==> src/rtl/chassis_decode.sv <==
// Decodes an 8-bit H-bridge drive pattern into a direction event once the pattern has been stable,
// with a ready/valid handoff, sticky shoot-through and overrun flags, and a wrapping event counter.
module chassis_decode #(
    parameter int DIRECTION_WIDTH = 3,
    parameter int STABLE_CYCLES   = 4
) (
    input  logic                       clk,
    input  logic                       rst,
    input  logic [7:0]                 dir_in,
    input  logic                       out_ready,
    output logic [DIRECTION_WIDTH-1:0] direction,
    output logic                       dir_valid,
    output logic                       fault,
    output logic                       overrun,
    output logic [7:0]                 event_count
);

    localparam logic [3:0] C_MAX = 4'(STABLE_CYCLES - 1);

    typedef enum logic {
        S_TRACK = 1'b0,
        S_HOLD  = 1'b1
    } state_t;

    state_t                     r_state;
    state_t                     w_state_nxt;
    logic [7:0]                 r_dir_q;
    logic [7:0]                 r_last;
    logic [3:0]                 r_cnt;
    logic [3:0]                 w_cnt_nxt;
    logic                       w_same;
    logic                       w_event;
    logic                       w_shoot;
    logic [DIRECTION_WIDTH-1:0] r_direction;
    logic                       r_valid;
    logic                       r_fault;
    logic                       r_overrun;
    logic [7:0]                 r_evcnt;

    function automatic logic has_shoot(input logic [7:0] p);
        has_shoot = (p[1] & p[0]) | (p[3] & p[2]) | (p[5] & p[4]) | (p[7] & p[6]);
    endfunction

    function automatic logic [2:0] decode_dir(input logic [7:0] p);
        if (has_shoot(p)) begin
            decode_dir = 3'd7;
        end else begin
            case (p)
                8'h00:   decode_dir = 3'd0;
                8'h55:   decode_dir = 3'd1;
                8'hAA:   decode_dir = 3'd2;
                8'h5A:   decode_dir = 3'd3;
                8'hA5:   decode_dir = 3'd4;
                default: decode_dir = 3'd5;
            endcase
        end
    endfunction

    // The incoming sample is compared against dir_q so the counter reaches its limit on the
    // same edge that completes the required run of identical samples.
    assign w_same  = (dir_in == r_dir_q);
    assign w_shoot = has_shoot(r_dir_q);

    // Stability counter next value, saturating at STABLE_CYCLES-1.
    always_comb begin
        w_cnt_nxt = 4'd0;
        if (!w_same) begin
            w_cnt_nxt = 4'd0;
        end else if (r_cnt == C_MAX) begin
            w_cnt_nxt = r_cnt;
        end else begin
            w_cnt_nxt = r_cnt + 4'd1;
        end
    end

    // Next-state and event generation for the TRACK/HOLD FSM.
    always_comb begin
        w_state_nxt = r_state;
        w_event     = 1'b0;
        case (r_state)
            S_TRACK: begin
                if (w_cnt_nxt == C_MAX) begin
                    w_state_nxt = S_HOLD;
                    w_event     = (r_dir_q != r_last);
                end else begin
                    w_state_nxt = S_TRACK;
                end
            end
            S_HOLD: begin
                if (!w_same) begin
                    w_state_nxt = S_TRACK;
                end else begin
                    w_state_nxt = S_HOLD;
                end
            end
            default: w_state_nxt = S_TRACK;
        endcase
    end

    // Input capture, stability counter and FSM state.
    always_ff @(posedge clk) begin
        if (rst) begin
            r_dir_q <= 8'h00;
            r_cnt   <= 4'd0;
            r_state <= S_TRACK;
        end else begin
            r_dir_q <= dir_in;
            r_cnt   <= w_cnt_nxt;
            r_state <= w_state_nxt;
        end
    end

    // Event register, handshake and sticky status flags.
    always_ff @(posedge clk) begin
        if (rst) begin
            r_last      <= 8'h00;
            r_direction <= '0;
            r_valid     <= 1'b0;
            r_fault     <= 1'b0;
            r_overrun   <= 1'b0;
            r_evcnt     <= 8'd0;
        end else begin
            if (w_event) begin
                r_last      <= r_dir_q;
                r_direction <= DIRECTION_WIDTH'(decode_dir(r_dir_q));
                r_valid     <= 1'b1;
                r_evcnt     <= r_evcnt + 8'd1;
                if (r_valid && !out_ready) begin
                    r_overrun <= 1'b1;
                end
            end else if (r_valid && out_ready) begin
                r_valid <= 1'b0;
            end
            if (w_shoot) begin
                r_fault <= 1'b1;
            end
        end
    end

    assign direction   = r_direction;
    assign dir_valid   = r_valid;
    assign fault       = r_fault;
    assign overrun     = r_overrun;
    assign event_count = r_evcnt;

endmodule

==> config.mk <==
export PLATFORM = sky130hd
export DESIGN_NAME = chassis_decode
export DESIGN_NICKNAME = d
export VERILOG_FILES = /design/src/rtl/chassis_decode.sv
export SDC_FILE = /design/constraint.sdc
export NUM_CORES = 1
export LEC_CHECK = 0
export ABC_AREA = 0
export ABC_CLOCK_PERIOD_IN_PS = 5400
export BUFFER_PORTS_ARGS = -buffer_cell sky130_fd_sc_hd__buf_2
export CORE_MARGIN = 1
export CORE_UTILIZATION = 60
export CTS_BUF_LIST = sky130_fd_sc_hd__clkbuf_8
export DETAILED_ROUTE_END_ITERATION = 8
export PLACE_DENSITY = 0.81
export SYNTH_ARGS = -nofsm -noshare
export SYNTH_HDL_FRONTEND = slang
export SYNTH_SLANG_ARGS = --single-unit
==> constraint.sdc <==
create_clock -name clk -period 5.4 [get_ports clk]
set_clock_uncertainty 0.05 [all_clocks]
set_input_delay 0.27 -clock clk [delete_from_list [all_inputs] [get_ports clk]]
set_output_delay 0.27 -clock clk [all_outputs]
set_load 0.01 [all_outputs]
# After elaboration in Yosys (flattened, before gate mapping)
# Index checks and enable logic that the tools add are counted.
word_totals:
  elab_cells: 44
  reg_bits: 35
  rom_bits: 0
  latchBits: 0
  ram_bits: 0
  input_bits: 11
  out_inout_bits: 14
  n_memories: 0
classes:
  shifts: 0
  n_eq_ne: 8
  addsub: 2
  multipliers: 0
  reduce_logical: 6
  div_mod_pow: 0
  n_bitwise: 8
  muxes: 11
  magnitude_cmp: 0
op_table:
  columns: ["cell", "n"]
  rows:
  - ["8-bit by 7-bit == test with 1-bit output, second input constant", 2]
  - ["8-bit == test, second input constant", 2]
  - ["3-bit one-hot mux with 5 select lines", 1]
  - ["8-bit by 1-bit adder with 8-bit output, second input constant", 1]
  - ["4-bit by 2-bit == test with 1-bit output, second input constant", 2]
  - ["8-bit == test", 1]
  - ["8-bit zero test", 1]
  - ["4-bit 2-to-1 mux", 2]
  - ["8-bit != test", 1]
  - ["1-bit 2-to-1 mux", 6]
  - ["4-bit by 1-bit adder with 4-bit output, second input constant", 1]
  - ["1-bit bitwise AND", 4]
  - ["3-bit 2-to-1 mux", 1]
  - ["1-bit OR", 3]
  - ["1-bit logical AND", 2]
  - ["1-bit one-hot mux with 2 select lines", 1]
  - ["2-bit AND reduction", 1]
  - ["2-bit nonzero test", 1]
  - ["1-bit zero test", 1]
  - ["1-bit NOT", 1]

# Depth between registers and ports, before layout
depth:
  depth_word: 7
  depth_mapped: 7
  ltp_nobuf: 6

# Worst setup path after synthesis
# OpenSTA, ideal clock, no wires.
synth_timing:
  kind: "register -> register"
  startpoint: "reg r_cnt[0]"
  endpoint: "reg r_evcnt[5], in the netlist event_count[5]"
  synth_period_minus_slack_ns: 1.906
  path_buffers: 1
  path_stages_with_launch: 8
  arrival_time_ns: 1.724
  setup_time_ns: 0.132
  required_time_ns: 5.218
  path_slack_ns: 3.494
  cell_sequence: "dfxtp_1 ha_1 nor4b_2 o31ai_1 nand2b_1 buf_2 o41ai_1 a21oi_1"
synth_between:
  elab_chain_len: 6
  elab_cells_between_ends: 7
  cone_classes: "1 x add/sub; 2 x eq/ne; 4 x mux"
synth_lines:
  columns: ["item", "line", "text"]
  rows:
  - ["from (decl)", "29", "logic [3:0] r_cnt;"]
  - ["from (signal assigned)", "108", "r_cnt <= w_cnt_nxt;"]
  - ["4-bit by 1-bit adder with 4-bit output / 4-bit by 2-bit == test with 1-bit output (equally long branches)", "72, 69", null]
  - ["4-bit 2-to-1 mux *", "69", "end else if (r_cnt == C_MAX) begin"]
  - ["4-bit 2-to-1 mux *", "67", "if (!w_same) begin"]
  - ["4-bit by 2-bit == test with 1-bit output *", "82", "if (w_cnt_nxt == C_MAX) begin"]
  - ["1-bit 2-to-1 mux *", "82", null]
  - ["1-bit 2-to-1 mux *", "80", "case (r_state)"]
  - ["to (signal assigned)", "127", "r_evcnt <= r_evcnt + 8'd1;"]
  - ["to (decl)", "38", "logic [7:0] r_evcnt;"]
# Every way passes the cells marked *; elsewhere a longest branch is shown, timed or not.
# A chain may end at the register's enable or synchronous reset.

# Worst setup path in the final report
layout_timing:
  startpoint: "reg r_dir_q[1]"
  endpoint: "reg r_direction[2], in the netlist direction[2]"
layout_between:
  elab_chain_len: 5
  elab_cells_between_ends: 17
  cone_classes: "7 x eq/ne; 5 x mux; 4 x bitwise; 1 x reduce/logical"
layout_lines:
  columns: ["item", "line", "text"]
  rows:
  - ["from (decl)", "27", "logic [7:0] r_dir_q;"]
  - ["from (signal assigned)", "107", "r_dir_q <= dir_in;"]
  - ["8-bit == test / 1-bit bitwise AND (equally long branches)", "61, 41", null]
  - ["4-bit 2-to-1 mux / 1-bit OR (equally long branches)", "67, 41", null]
  - ["4-bit by 2-bit == test with 1-bit output / 1-bit OR (equally long branches)", "82, 41", null]
  - ["1-bit 2-to-1 mux / 1-bit OR (equally long branches)", "82, 41", null]
  - ["1-bit 2-to-1 mux / 3-bit 2-to-1 mux (equally long branches)", "80, 45", null]
  - ["to (signal assigned)", "125", "r_direction <= DIRECTION_WIDTH'(decode_dir(r_dir_q));"]
  - ["to (decl)", "34", "logic [DIRECTION_WIDTH-1:0] r_direction;"]
# Parallel ways exist; a longest one is shown, timed or not.

==> results.txt <==
unrepaired setup endpoints after global routing - no
Post-synth EDFFs - 0
clock latency on the worst-skew pair - 0.28 ns
setup TNS - 0 ns
die area - 3170 µm²
Min Hold Slack - 0.171 ns
HP Class - in -> reg
Final period util - 47.2%
die width - 56.3 µm
total power - 0.477 mW
number of setup buffers added after CTS - 0
Hold Vio Cnt, Final - 0
simple-gate portion of the synthesized area - 23.3%
CP Class - reg -> reg
CTS clk-pin slew, worst paths - 0.06 ns
Final WS setup - 2.85 ns
dpl hpwl - 2630 µm
reg-to-reg startpoint - r_dir_q[1]
Starting Density - 63.7%
leakage power - 0.743 nW
xor/xnor cell area share of the yosys netlist - 10.2%
worst vdd ir - 266 µV
Seq/Total Area, Yosys - 39.6%
# hold bufs at CTS - 0
synthesized instance count - 199
status - complete, no violations
Crit. End Element - flip-flop
FFs w/ async S/R, synth - 0%
mux cell area share after synthesis - 1.20%
Worst Path Required - 5.53 ns
Post-Layout Cell Count - 250
Critical Path Source - r_dir_q[1]
Tot GR Track Use - 26.7%
TritonCTS clock tree - built
fraction of layout cells with a size suffix above 1 - 17.8%
final worst path period need - 2.55 ns
Synthesized Nets - 212
CORE AREA - 2780 µm²
vias in the first global route - 1470
post-synth cell types - 42
DR vias - 1549
worst reg-to-reg setup slack - 2.85 ns
Setup Viol. Count Final - 0
Die Y - 56.3 µm
startpoint types - flip-flop
Hold Path Cell Cnt - 2
CTS Root Cell - clkbuf_8
pin count of the biggest net entering global routing - 34
cts bufs inserted - 5
Cell Pwr Density - 246 nW/µm²
pre-CTS setup slack - 2.91 ns
antenna violations before repair - 0
row count - 19
DRC Markers - 0
commonest cells in the netlist - 35 x dfxtp_1, 23 x a21oi_1, 14 x nand3_1
ANT nets after route - 0
Nets - 231
Yosys top cell by area - dfxtp_1
MaxCap Viol Count - 0
synth-to-layout area growth - 9.47%
FMAX - 0.392 GHz
CTS-repair resized insts - 0
Data arrival, critical path - 2.68 ns
TritonCTS Sinks - 35
worst-path maximum fanout - 9
GRT overflow - 0
hold wc startpoint - dir_in[0]
cell with the most instances after synthesis - dfxtp_1
# IOs - 25
Worst-Margin Slew - 0.959 ns
Syn Area/Cell - 8.90 µm²
Post-synth top flop - dfxtp_1
Slew HR - 35.7%
synthesis-stage register bit count - 35
Placer Congestion - 0.823
r2r worst-path depth - 6
largest cells by area after synthesis - dfxtp_1 40%, a21oi_1 6.5%, xor2_1 4.5%
Reg2Reg Capture Point - direction[2]
top-area cell type share of the netlist area - 39.6%
Final Max Tran Viols - 0
Hold Path Sink - r_dir_q[0]
Antenna Diode Count - 0
Via density - 6.20
1st-iter DRT viols - 123
Total Wirelength - 3840 µm
largest family of logic cells by synthesized area - simple AND/OR/NAND/NOR gates
iteration count of the initial detailed-routing pass - 4
DP Cell Count - 242
DR WL/cell - 15.3 µm
CTS HTree Levels - 2
Yosys warnings - 0
Synth Area in Compound Gates - 18.5%
Mapped Area - 1770 µm²
Adder-Cell Fraction of Synth Area - 1.41%
PortBufs - 24
CTS max path bufs - 2
first-pass GRT wire length - 6530 µm
==> cell type report <==
| class | count | area [µm²] |
|---|---|---|
| clock buffers | 5 | 68.8 |
| clock inverters | 3 | 12.5 |
| fillers | 233 | 843 |
| inverters | 6 | 22.5 |
| multi-input cells | 145 | 967 |
| flip-flops and latches | 35 | 701 |
| well taps | 31 | 38.8 |
| repair buffers | 25 | 128 |
==> power breakdown <==
| group | internal, mW | switching, mW | total [mW] |
|---|---|---|---|
| combinational | 0.0155 | 0.0166 | 0.0320 |
| sequential | 0.262 | 0.00802 | 0.270 |
| clock | 0.0866 | 0.0884 | 0.175 |
| total | 0.364 | 0.113 | 0.477 |
==> how the worst max path moves through the flow <==
| stage | to | slack [ns] | depth (start not counted) |
|---|---|---|---|
| 2_1_floorplan | event_count[5] | 3.49 | 7 |
| 3_3_place_gp | direction[2] | 2.98 | 6 |
| 3_5_place_dp | direction[2] | 2.91 | 6 |
| 4_1_cts | direction[2] | 2.88 | 6 |
| 5_1_grt | event_count[5] | 2.69 | 6 |
| 6_report | direction[2] | 2.85 | 6 |
==> layer usage <==
| layer | global-route usage, % | wire (µm) | vias up |
|---|---|---|---|
| li1 | - | - | 758 |
| met1 | 32.8 | 1670 | 742 |
| met2 | 44.9 | 1940 | 45 |
| met3 | 6.91 | 180 | 4 |
| met4 | 9.76 | 48 | 0 |
| met5 | 0 | 0 | - |
==> flip-flops by register name (all words and copies together), names as in the netlist <==
name,flops
r_last,8
r_dir_q,8
r_state,1
r_cnt,4
event_count,8
dir_valid,1
overrun,1
fault,1
direction,3
==> logic make-up (layout without fill, tap and decap cells) <==
group	Yosys count	after routing
DFF	35	35
buffers and inverters	19	39
adders and majority gates	2	2
xor gates and xnor gates	18	18
muxes	2	2
and+or+nand+nor	70	70
AOI/OAI and AO/OA	53	53
==> cells in the final DEF (no fill, tap or decap), drive strengths merged, types with 2 or more instances in the layout <==
cell type  instances
a21oi             23
a31o               2
a31oi              2
and3               2
and4b              2
buf               25
clkbuf             5
dfxtp             35
ha                 2
inv                8
nand2              7
nand2b             3
nand3             14
nand4              3
nand4b             5
nor2              13
nor2b              8
nor3               3
nor4               3
nor4bb             2
o21ai             12
o31ai              3
o41ai              5
or3                2
xnor2              9
xor2               9
==> through the flow <==
| stage | utilization, % | instance area, µm² |
|---|---|---|
| 3_3_place_gp | 66.8 | 1860 |
| 4_1_cts | 69.7 | 1940 |
| 3_5_place_dp | 66.8 | 1860 |
| 5_1_grt | 69.7 | 1940 |
| 2_1_floorplan | - | 1770 |
| 6_report | 69.7 | 1940 |
==> critical path: stages, from the launching register on <==
cell and delay, ns:
dfxtp_1 0.57, xnor2_2 0.17, nand4_2 0.18, a211oi_1 0.84, buf_4 0.28, nand2_1 0.10
a31o_1 0.26
(Power assumes the default switching activity.)
